--- src/rtl/pipelined_cla_adder_if.sv ---
// Purpose: operand/result bundle for pipelined_cla_adder, with valid/ready on both sides.
// Latency: none; wires only.
// Backpressure: in_ready is driven by the adder and out_ready by the consumer.
// Ports: in_valid/in_ready/a/b/cin/sub (request side); out_valid/out_ready/sum/cout/ovf/zero (result side).
interface pipelined_cla_adder_if #(
    parameter int WIDTH = 16
);
    logic             in_valid;
    logic             in_ready;
    logic [WIDTH-1:0] a;
    logic [WIDTH-1:0] b;
    logic             cin;
    logic             sub;
    logic             out_valid;
    logic             out_ready;
    logic [WIDTH-1:0] sum;
    logic             cout;
    logic             ovf;
    logic             zero;

    // master: the producer of operands and consumer of results
    modport master (
        output in_valid, a, b, cin, sub, out_ready,
        input  in_ready, out_valid, sum, cout, ovf, zero
    );

    // slave: the adder itself
    modport slave (
        input  in_valid, a, b, cin, sub, out_ready,
        output in_ready, out_valid, sum, cout, ovf, zero
    );
endinterface

--- src/rtl/pipelined_cla_adder.sv ---
// Purpose: WIDTH-bit add/subtract using two-level carry lookahead (GROUP-bit blocks plus block lookahead).
// Latency: 3 clk edges from acceptance to out_valid; 1 result per cycle.
// Backpressure: all stages shift together on advance = ~out_valid | out_ready; in_ready = advance.
// Ports: clk, rst (async, active high); bus (slave modport) carries operands, handshake, sum and flags.
module pipelined_cla_adder #(
    parameter int WIDTH = 16,
    parameter int GROUP = 4
) (
    input logic                 clk,
    input logic                 rst,
    pipelined_cla_adder_if.slave bus
);
    localparam int NB = WIDTH / GROUP;

    generate
        if ((GROUP != 2 && GROUP != 4 && GROUP != 8) || (WIDTH % GROUP != 0) ||
            (WIDTH < 4) || (WIDTH > 64)) begin : g_bad_params
            $error("pipelined_cla_adder: illegal WIDTH/GROUP combination");
        end
    endgenerate

    typedef struct packed {
        logic             vld;
        logic [WIDTH-1:0] a;
        logic [WIDTH-1:0] b;   // already inverted for subtract
        logic             c;   // effective carry-in
    } s1_t;

    typedef struct packed {
        logic             vld;
        logic [WIDTH-1:0] p;
        logic [WIDTH-1:0] g;
        logic [NB-1:0]    bp;
        logic [NB-1:0]    bg;
        logic             c;
    } s2_t;

    typedef struct packed {
        logic             vld;
        logic [WIDTH-1:0] sum;
        logic             cout;
        logic             ovf;
        logic             zero;
    } out_t;

    s1_t            s1_q, s1_d;
    s2_t            s2_q, s2_d;
    out_t           out_q, out_d;
    logic           advance;
    logic [NB:0]    blk_c;
    logic [WIDTH:0] carry;   // carry[i] = carry into bit i; carry[WIDTH] = carry out
    logic [WIDTH-1:0] sum_d;

    assign advance       = ~out_q.vld | bus.out_ready;
    assign bus.in_ready  = advance;
    assign bus.out_valid = out_q.vld;
    assign bus.sum       = out_q.sum;
    assign bus.cout      = out_q.cout;
    assign bus.ovf       = out_q.ovf;
    assign bus.zero      = out_q.zero;

    // Stage 1 input: subtract is A + ~B + 1, so cin is forced high and ignored.
    always_comb begin
        s1_d.vld = bus.in_valid & advance;
        s1_d.a   = bus.a;
        s1_d.b   = bus.sub ? ~bus.b : bus.b;
        s1_d.c   = bus.sub | bus.cin;
    end

    // Stage 2 input: per-bit p/g and per-block propagate/generate.
    // BG[k] = g[n-1] | p[n-1]g[n-2] | ... | p[n-1..1]g[0] within the block.
    always_comb begin : blk_lookahead
        logic [WIDTH-1:0] p;
        logic [WIDTH-1:0] g;
        logic [NB-1:0]    bg;
        logic             term;
        p    = s1_q.a ^ s1_q.b;
        g    = s1_q.a & s1_q.b;
        bg   = '0;
        term = 1'b0;
        s2_d.bp = '0;
        for (int k = 0; k < NB; k++) begin
            s2_d.bp[k] = &p[k*GROUP +: GROUP];
            for (int i = 0; i < GROUP; i++) begin
                term = g[k*GROUP + i];
                for (int j = i + 1; j < GROUP; j++) begin
                    term = term & p[k*GROUP + j];
                end
                bg[k] = bg[k] | term;
            end
        end
        s2_d.vld = s1_q.vld;
        s2_d.p   = p;
        s2_d.g   = g;
        s2_d.bg  = bg;
        s2_d.c   = s1_q.c;
    end

    // Block carries as a flat sum of products so no carry ripples between blocks:
    // c[k] = BG[k-1] | BP[k-1]BG[k-2] | ... | BP[k-1..0]c[0].
    always_comb begin : blk_carry
        logic acc;
        logic term;
        acc   = 1'b0;
        term  = 1'b0;
        blk_c = '0;
        blk_c[0] = s2_q.c;
        for (int k = 1; k <= NB; k++) begin
            acc = s2_q.c;
            for (int j = 0; j < k; j++) begin
                acc = acc & s2_q.bp[j];
            end
            for (int i = 0; i < k; i++) begin
                term = s2_q.bg[i];
                for (int j = i + 1; j < k; j++) begin
                    term = term & s2_q.bp[j];
                end
                acc = acc | term;
            end
            blk_c[k] = acc;
        end
    end

    // Bit carries inside each block, looking ahead from that block's carry-in.
    always_comb begin : bit_carry
        logic acc;
        logic term;
        acc   = 1'b0;
        term  = 1'b0;
        carry = '0;
        for (int k = 0; k < NB; k++) begin
            for (int i = 0; i < GROUP; i++) begin
                acc = blk_c[k];
                for (int j = 0; j < i; j++) begin
                    acc = acc & s2_q.p[k*GROUP + j];
                end
                for (int m = 0; m < i; m++) begin
                    term = s2_q.g[k*GROUP + m];
                    for (int j = m + 1; j < i; j++) begin
                        term = term & s2_q.p[k*GROUP + j];
                    end
                    acc = acc | term;
                end
                carry[k*GROUP + i] = acc;
            end
        end
        carry[WIDTH] = blk_c[NB];
    end

    assign sum_d = s2_q.p ^ carry[WIDTH-1:0];

    always_comb begin
        out_d.vld  = s2_q.vld;
        out_d.sum  = sum_d;
        out_d.cout = carry[WIDTH];
        out_d.ovf  = carry[WIDTH-1] ^ carry[WIDTH];
        out_d.zero = ~|sum_d;
    end

    // Bubbles travel with the data; nothing is compressed.
    always_ff @(posedge clk or posedge rst) begin
        if (rst) begin
            s1_q  <= '0;
            s2_q  <= '0;
            out_q <= '0;
        end else if (advance) begin
            s1_q  <= s1_d;
            s2_q  <= s2_d;
            out_q <= out_d;
        end
    end
endmodule

--- src/flat_wrapper.sv ---
// flat-port wrapper written by rule: the top's interface ports become plain ports
module pipelined_cla_adder_flat 
#(
    parameter int WIDTH = 16,
    parameter int GROUP = 4
)
  (clk, rst, bus_in_valid, bus_a, bus_b, bus_cin, bus_sub, bus_out_ready, bus_in_ready, bus_out_valid, bus_sum, bus_cout, bus_ovf, bus_zero);
  pipelined_cla_adder_if #(.WIDTH(WIDTH)) bus_i ();
  input logic clk;
  input logic rst;
  input wire logic [$bits(bus_i.in_valid)-1:0] bus_in_valid;
  input wire logic [$bits(bus_i.a)-1:0] bus_a;
  input wire logic [$bits(bus_i.b)-1:0] bus_b;
  input wire logic [$bits(bus_i.cin)-1:0] bus_cin;
  input wire logic [$bits(bus_i.sub)-1:0] bus_sub;
  input wire logic [$bits(bus_i.out_ready)-1:0] bus_out_ready;
  output wire logic [$bits(bus_i.in_ready)-1:0] bus_in_ready;
  output wire logic [$bits(bus_i.out_valid)-1:0] bus_out_valid;
  output wire logic [$bits(bus_i.sum)-1:0] bus_sum;
  output wire logic [$bits(bus_i.cout)-1:0] bus_cout;
  output wire logic [$bits(bus_i.ovf)-1:0] bus_ovf;
  output wire logic [$bits(bus_i.zero)-1:0] bus_zero;
  assign bus_i.in_valid = bus_in_valid;
  assign bus_i.a = bus_a;
  assign bus_i.b = bus_b;
  assign bus_i.cin = bus_cin;
  assign bus_i.sub = bus_sub;
  assign bus_i.out_ready = bus_out_ready;
  assign bus_in_ready = bus_i.in_ready;
  assign bus_out_valid = bus_i.out_valid;
  assign bus_sum = bus_i.sum;
  assign bus_cout = bus_i.cout;
  assign bus_ovf = bus_i.ovf;
  assign bus_zero = bus_i.zero;
  pipelined_cla_adder #(.WIDTH(WIDTH), .GROUP(GROUP)) u_core (.clk(clk), .rst(rst), .bus(bus_i));
endmodule
--- config.mk ---
export PLATFORM = sky130hd
export DESIGN_NAME = pipelined_cla_adder_flat
export DESIGN_NICKNAME = d
export VERILOG_FILES = /design/src/rtl/pipelined_cla_adder_if.sv /design/src/rtl/pipelined_cla_adder.sv /design/src/flat_wrapper.sv
export SDC_FILE = /design/constraint.sdc
export NUM_CORES = 1
export LEC_CHECK = 0
export ABC_AREA = 1
export CAP_MARGIN = 20
export CORE_MARGIN = 1.5
export CORE_UTILIZATION = 44
export CTS_CLUSTER_DIAMETER = 200
export DETAILED_ROUTE_END_ITERATION = 8
export DONT_BUFFER_PORTS = 1
export GPL_ROUTABILITY_DRIVEN = 0
export GPL_TIMING_DRIVEN = 0
export HOLD_SLACK_MARGIN = 0.02
export PLACE_DENSITY = 0.65
export SLEW_MARGIN = 20
export SYNTH_ARGS = -nofsm -noshare
export SYNTH_HDL_FRONTEND = slang
export SYNTH_SLANG_ARGS = --single-unit
--- constraint.sdc ---
create_clock -name clk -period 3.89 [get_ports clk]
set_input_delay 0.389 -clock clk [delete_from_list [all_inputs] [get_ports clk]]
set_output_delay 0.389 -clock clk [all_outputs]
set_load 0.1 [all_outputs]
Word level (Yosys, flattened, before mapping). Index checks and enable logic that the tools add are counted.

Bits of input ports: 38. Output and inout bits: 21. Bits in registers: 95. Logic and storage cells: 135.

Bitwise operators: 113. Reductions and logical operators: 6. Muxes and demuxes: 1.

Operators by type and width (count): $and A1 B1 Y1 (59); $or A1 B1 Y1 (48); $xor A16 B16 Y16 (2); $and A16 B16 Y16 (1); $mux W16 (1); $not A16 Y16 (1); $reduce_and A4 Y1 (4); $reduce_or A16 Y1 (1); $logic_not A1 Y1 (1); $not A1 Y1 (1); $xor A1 B1 Y1 (1).

Longest topological paths before layout. Gate-level depths: netlist of the first run.

Depth in word-level cells: 15. Depth in mapped cells: 14.

Least setup slack after synthesis of the first run. No wires, ideal clock.

Kind: reg-to-output. Start: register u_core.out_q (netlist bit u_core.bus.out_valid). End: output port bus_in_ready. Required time: 3.501 ns. Cell stages (with the launch flop): 5. Setup slack: 1.804 ns. Arrival: 1.697 ns. Cells stage by stage: dfrtp_1 > inv_1 > or2_4 > buf_6 > buf_2.

Word-level cells in the longest chain between the ends: 2.

Ends and longest elaborated chain: start: declaration (line pipelined_cla_adder.sv:48) `out_t out_q, out_d;`; start signal: assignment (line pipelined_cla_adder.sv:169) `out_q <= out_d;`; $not A1 Y1 (line pipelined_cla_adder.sv:54) `assign advance = ~out_q.vld | bus.out_ready;`; $or A1 B1 Y1 (line pipelined_cla_adder.sv:54); end: declaration (line flat_wrapper.sv:17) `output wire logic [$bits(bus_i.in_ready)-1:0] bus_in_ready;`.

Every way passes these cells.

Worst setup path after layout of the first run. Ends and elaborated chain as after synthesis.

==> results.py, run 1 <==
metrics = {
    "power_and_ir_drop": {
        "leakage_nw": 2.35,
        "p_total_mw": 4.31,
        "p_switching_mw": 2.14,
        "seq_power_share_pct": 53.2,
        "internal_power_mw": 2.17,
        "pwr-share-clk_pct": 17.1,
        "ir_drop_mv": 0.289,
        "combPwrFrac_pct": 29.7,
        "p_per_area_nw_per_um2": 901,
        "p_sw_share_pct": 49.7,
    },
    "global_route": {
        "grtUsageMet2_pct": 31.6,
        "grt_pass1_vias": 3178,
        "antenna_found_initial": 0,
        "grt-ovfl-total": 0,
        "grtUsageMet1_pct": 27.4,
        "track_usage_pct": 20.4,
        "grt.busiest_layer": "met2",
        "met3_usage_pct": 4.65,
        "grt_pass1_wl_mm": 16.0,
        "grt_start_max_net_pins": 54,
    },
    "die": {
        "row_count": 36,
        "start_util_pct": 44.8,
        "dieWidth_um": 102,
        "dieHeight_um": 102,
        "coreArea_um2": 9680,
        "dieArea_um2": 10500,
        "ios": 59,
    },
    "routing": {
        "first_pass_iters": 5,
        "vias": 3233,
        "antenna_left": 0,
        "via_per_inst": 4.98,
        "wirelength_mm": 9.77,
        "wl_per_cell_um": 15.0,
        "drc_errors": 0,
        "drtIter0Drc": 166,
    },
    "cts": {
        "clkTransAtPathRegs_ns": 0.09,
        "h-tree-depth": 3,
        "clockRootBuffer": "clkbuf_8",
        "clock_sinks": 92,
        "cts_buffers": 9,
        "clock_latency_ns": 0.37,
        "cts_buffer_depth": 2,
        "cts_tree": "built",
    },
    "final_layout": {
        "final_layout_size_suffix_gt1_share_pct": 8.72,
        "nFillCells": 922,
        "final_area_um2": 4780,
        "area_delta_synth_final_pct": 10.2,
        "insertedDiodeCount": 0,
        "fin_cells": 649,
        "postLayoutCoreUtil_pct": 49.4,
        "final_nets": 569,
    },
    "hold_path": {
        "hp-class": "in -> reg",
    },
    "placement": {
        "place_area_um2": 4540,
        "port_buffers": 0,
        "hpwl_mm": 7.33,
        "dp_cells": 632,
    },
    "logic_synthesis": {
        "async_flop_share_pct": 100,
        "synth_warnings": 0,
        "synthesis.nets": 556,
        "synth_edf_count": 0,
        "synth_flop_cell": "dfrtp_1",
        "synth_cell_types": 27,
        "ys_seq_elements": 92,
        "syn_area_per_cell_um2": 8.71,
        "netlist_instances": 498,
        "seq_area_frac_synth_pct": 53.1,
        "syn-cell-area_um2": 4340,
    },
    "timing": {
        "tns_ns": 0,
        "report.final.hold_viol_count": 0,
        "maxSlewHeadroom_pct": 38.9,
        "rsz0062_at_grt": "false",
        "post-route-period-util_pct": 65.3,
        "period_minus_slack_ns": 2.54,
        "tightestPinTransition_ns": 0.917,
        "max_clock_freq_ghz": 0.393,
        "clock_skew_ns": 0.0118,
        "setup_viol": 0,
        "slew_violations": 0,
    },
    "run": {
        "cap_violations": 0,
    },
    "status": {
        "status": "finished clean",
    },
    "setup_path": {
        "cp-end-kind": "output pin",
        "setup.worst_path.class": "reg -> out",
        "cp.required_ns": 3.50,
        "critPathLaunchType": "flop",
        "crit_fanout": 10,
        "critPathArrivalTime_ns": 2.15,
    },
}
## timing repair
item	4_1_cts	5_1_grt
hold endpoints to repair	39	0
hold buffers	1	0
buffers inserted	0	0
gates resized for setup	0	0
## registers in the layout (all words and copies together), names as in the netlist
signal / flops
u_core.s1_q: 34
u_core.s2_q: 34
u_core.bus.sum: 16
u_core.bit_carry.term: 1
u_core.blk_c: 1
u_core.blk_carry.term: 1
u_core.bus.cout: 1
u_core.bus.out_valid: 1
u_core.bus.ovf: 1
u_core.bus.zero: 1
u_core.out_d: 1
## synthesized netlist by cell type (3+ instances only)
cell | count | area share [%]
nand4_1 | 9 | 1.3
o21ai_1 | 15 | 1.7
nor2_1 | 21 | 1.8
nand2_2 | 3 | 0.43
buf_6 | 6 | 1.6
dfrtp_1 | 92 | 53
xnor2_1 | 16 | 3.2
nand3_1 | 23 | 2.7
ha_1 | 20 | 5.8
a31oi_1 | 4 | 0.58
buf_2 | 12 | 1.4
nand2_1 | 188 | 16
inv_1 | 31 | 2.7
o21ai_0 | 40 | 4.6
## power groups by stage
stage	Sequential [mW]	Combinational [mW]	Clock, mW
floorplan	2.24	0.968	0
global placement	2.30	1.24	0
detailed placement	2.32	1.27	0
CTS	2.30	1.28	0.750
global route	2.35	1.48	0.783
finish	2.29	1.28	0.737
## cell type report
cell class / count / area, um^2 / area share [%]
flip-flops and latches: 92 / 2300 / 48.2
multi-input cells: 353 / 1770 / 37.0
well taps: 133 / 166 / 3.48
clock buffers: 11 / 151 / 3.17
plain buffers: 21 / 148 / 3.09
inverters: 32 / 124 / 2.59
clock inverters: 5 / 83.8 / 1.75
repair buffers: 2 / 37.5 / 0.785
## critical path, cell delays in order, from the launching register on
cell     delay [ns]
dfrtp_1        0.94
inv_1          0.08
or2_4          0.27
buf_6          0.14
buf_2          0.33
## per-layer routing
layer / vias up / wire length, um
met5: - / 0
met4: 0 / 231
met3: 15 / 650
met2: 91 / 4450
met1: 1497 / 4430
li1: 1630 / -
## final timing paths
check	start	endpoint	slack [ns]	cells after the start
worst max-delay path	u_core.bus.out_valid	bus_in_ready	1.35	4
worst min-delay path	bus_a[10]	u_core.s1_q[27]	0.13	2
worst max register to register	u_core.bus.out_valid	u_core.s1_q[25]	1.78	6
worst min register to register	u_core.s1_q[33]	u_core.s1_q[33]	0.48	2
max in group asynchronous	rst	u_core.s1_q[31]	2.73	3
min in group asynchronous	rst	u_core.bus.sum[9]	0.54	2
## layout by cell type (no fill, tap or decap), drive strengths merged
master and n:
dlygate4sd3 1, nand2 191, clkinv 2, dfrtp 92, xnor2 16, nand4 9
or2 1, nor3 2, inv 31, o21bai 1, a21boi 2, a22oi 2
ha 20, clkbuf 12, a21o 1, a21oi 1, bufinv 2, o21ai 55
o22ai 1, a31oi 4, nand3 24, nor2 21, clkinvlp 2, a41oi 2
buf 21
## through the flow
step / worst slack (ns) / hold WS, ns
2_1_floorplan: 1.11 / 0.423
3_3_place_gp: 0.199 / 0.458
6_report: 1.35 / 0.129
5_1_grt: 1.29 / 0.124
3_5_place_dp: 1.73 / 0.334
4_1_cts: 1.33 / 0.119
## kinds of logic (layout without fill, tap and decap cells)
logic type | count (synthesis) | count (layout) | share of synthesized area (%)
AND/OR/NAND/NOR | 248 | 248 | 23.1
flip-flops | 92 | 92 | 53.1
AO/OA/AOI/OAI | 69 | 69 | 8.62
buffers and inverters | 53 | 71 | 6.20
adder cells (fa/ha/maj) | 20 | 20 | 5.77
XOR/XNOR | 16 | 16 | 3.23
Note: power is estimated with default switching activity, not from simulation.
==> inputs of run 2 (changes only) <==
--- a/config.mk
+++ b/config.mk
@@ -15,7 +15,7 @@
 export GPL_ROUTABILITY_DRIVEN = 0
 export GPL_TIMING_DRIVEN = 0
 export HOLD_SLACK_MARGIN = 0.02
-export PLACE_DENSITY = 0.65
+export PLACE_DENSITY = 0.67
 export SLEW_MARGIN = 20
 export SYNTH_ARGS = -nofsm -noshare
 export SYNTH_HDL_FRONTEND = slang
==> constraint.sdc (replaced) <==
create_clock -name clk -period 2.1 [get_ports clk]
set_input_delay 0.21 -clock clk [delete_from_list [all_inputs] [get_ports clk]]
set_output_delay 0.21 -clock clk [all_outputs]
set_load 0.1 [all_outputs]
==> results.py, run 2 (synthesis gave the netlist of run 1 again) <==
metrics = {
    "timing": {
        "slew_violations": 0,
        "period_minus_slack_ns": 2.00,
        "setup_slack_ns": 0.0998,
        "post-route-period-util_pct": 95.2,
        "clock_skew_ns": 0.0131,
        "report.final.hold_viol_count": 0,
        "max_clock_freq_ghz": 0.500,
        "tightestPinTransition_ns": 0.918,
        "setup_viol": 0,
        "maxSlewHeadroom_pct": 38.8,
        "rsz0062_at_grt": "false",
    },
    "setup_path": {
        "critPathArrivalTime_ns": 1.79,
        "rrSetupSlack_ns": 0.28,
        "startpoint": "u_core.bus.out_valid",
        "crit_fanout": 10,
        "cp.required_ns": 1.89,
        "setup.worst_path.class": "reg -> out",
        "r2r-start": "u_core.s2_q[7]",
        "critPathLaunchType": "flop",
        "cp-end-kind": "output pin",
        "r2r_end": "u_core.bus.zero",
        "endpoint": "bus_in_ready",
        "rr_worst_depth": 10,
    },
    "routing": {
        "first_pass_iters": 4,
        "antenna_left": 0,
        "wirelength_mm": 10.0,
        "via_per_inst": 4.95,
        "wl_per_cell_um": 15.0,
        "vias": 3304,
        "drtIter0Drc": 229,
        "drc_errors": 0,
    },
    "run": {
        "cap_violations": 0,
    },
    "power_and_ir_drop": {
        "combPwrFrac_pct": 30.4,
        "internal_power_mw": 3.98,
        "p_total_mw": 7.94,
        "pwr-share-clk_pct": 16.2,
        "p_per_area_nw_per_um2": 1600,
        "p_switching_mw": 3.96,
        "p_sw_share_pct": 49.9,
        "seq_power_share_pct": 53.5,
        "ir_drop_mv": 0.476,
        "leakage_nw": 2.42,
    },
    "final_layout": {
        "postLayoutCoreUtil_pct": 51.1,
        "final_nets": 588,
        "final_layout_size_suffix_gt1_share_pct": 8.22,
        "final_area_um2": 4950,
        "insertedDiodeCount": 0,
        "fin_cells": 668,
        "nFillCells": 920,
        "layout_commonest_cell": "nand2_1",
        "layout_common_cells": "nand2_1, dfrtp_1, o21ai_0",
        "area_delta_synth_final_pct": 14.1,
    },
    "die": {
        "coreArea_um2": 9680,
        "ios": 59,
        "dieWidth_um": 102,
        "dieHeight_um": 102,
        "row_count": 36,
        "dieArea_um2": 10500,
        "start_util_pct": 44.8,
    },
    "cts": {
        "cts_buffer_depth": 2,
        "cts_buffers": 9,
        "h-tree-depth": 3,
        "clockRootBuffer": "clkbuf_8",
        "cts_tree": "built",
        "postCtsSetupBuffers": 0,
        "clock_sinks": 92,
        "clock_latency_ns": 0.36,
        "clkTransAtPathRegs_ns": 0.09,
    },
    "global_route": {
        "antenna_found_initial": 0,
        "track_usage_pct": 20.7,
        "grt_start_max_net_pins": 35,
        "grt_pass1_vias": 3307,
        "grt-ovfl-total": 0,
        "grt_pass1_wl_mm": 16.4,
    },
    "placement": {
        "hpwl_mm": 7.55,
        "place_area_um2": 4550,
        "port_buffers": 0,
        "dp_cells": 633,
        "dp_slack_ns": -0.0488,
    },
    "hold_path": {
        "min_path_cells": 2,
        "hp-class": "in -> reg",
    },
    "status": {
        "status": "finished clean",
    },
}
run 2: changes by cell type in the layout (fill, tap and decap cells not counted), moves of 2 or more:
cell,change
dlygate4sd3_1,+18
clkbuf_1,+3
buf_12,+2
clkbuf_8,-2
run 2: worst min path at each step:
stage	startpoint	end	slack (ns)
finish	bus_b[11]	u_core.s1_q[12]	0.05
global route	bus_b[10]	u_core.s1_q[11]	0.04
CTS	bus_b[11]	u_core.s1_q[12]	0.03
detailed placement	rst	u_core.s2_q[31]	0.22
global placement	bus_a[13]	u_core.s1_q[30]	0.33
floorplan	bus_in_valid	u_core.s1_q[33]	0.33
run 2: what timing repair did:
item / 4_1_cts / 5_1_grt
endpoints found under the setup margin: 9 / 0
gates resized for setup: 2 / 0
hold buffers: 19 / 0
hold endpoints to repair: 46 / 0
run 2: routing by layer:
layer  track usage [%]  wire [um]  vias up  part of all wire [%]
met5                 0          0        -                     0
met4              8.01        102        0                   1.0
met3              4.24        642        6                   6.4
met2              32.7       4700       84                    47
met1              28.3       4570     1546                    46
li1                  -          -     1668                     -
run 2: final cells by class:
class                   instances  area (um^2)  share of cell area (%)
flip-flops and latches         92         2300                    46.5
multi-input cells             353         1770                    35.7
repair buffers                 21          230                    4.65
well taps                     133          166                    3.36
plain buffers                  21          150                    3.03
clock buffers                  12          135                    2.73
inverters                      32          125                    2.53
clock inverters                 4         73.8                    1.49
run 2: critical path: stages (launching register included):
cell	delay, ns
dfrtp_2	0.69
inv_1	0.08
or2_4	0.25
buf_6	0.14
buf_4	0.25
run 2: power by group through the flow:
| stage | Combinational, mW | Clock, mW | Sequential [mW] |
|---|---|---|---|
| after floorplan | 1.79 | 0 | 4.14 |
| after global placement | 2.30 | 0 | 4.25 |
| after detailed placement | 2.37 | 0 | 4.29 |
| after CTS | 2.42 | 1.31 | 4.25 |
| after global routing | 2.77 | 1.38 | 4.34 |
| final | 2.41 | 1.28 | 4.25 |
run 2: metrics by stage:
stage | TNS (ns) | hold WS (ns)
after floorplan | 0 | 0.327
after global placement | -0.0644 | 0.330
after detailed placement | -0.173 | 0.222
after CTS | 0 | 0.0313
after global routing | 0 | 0.0416
final | 0 | 0.0457
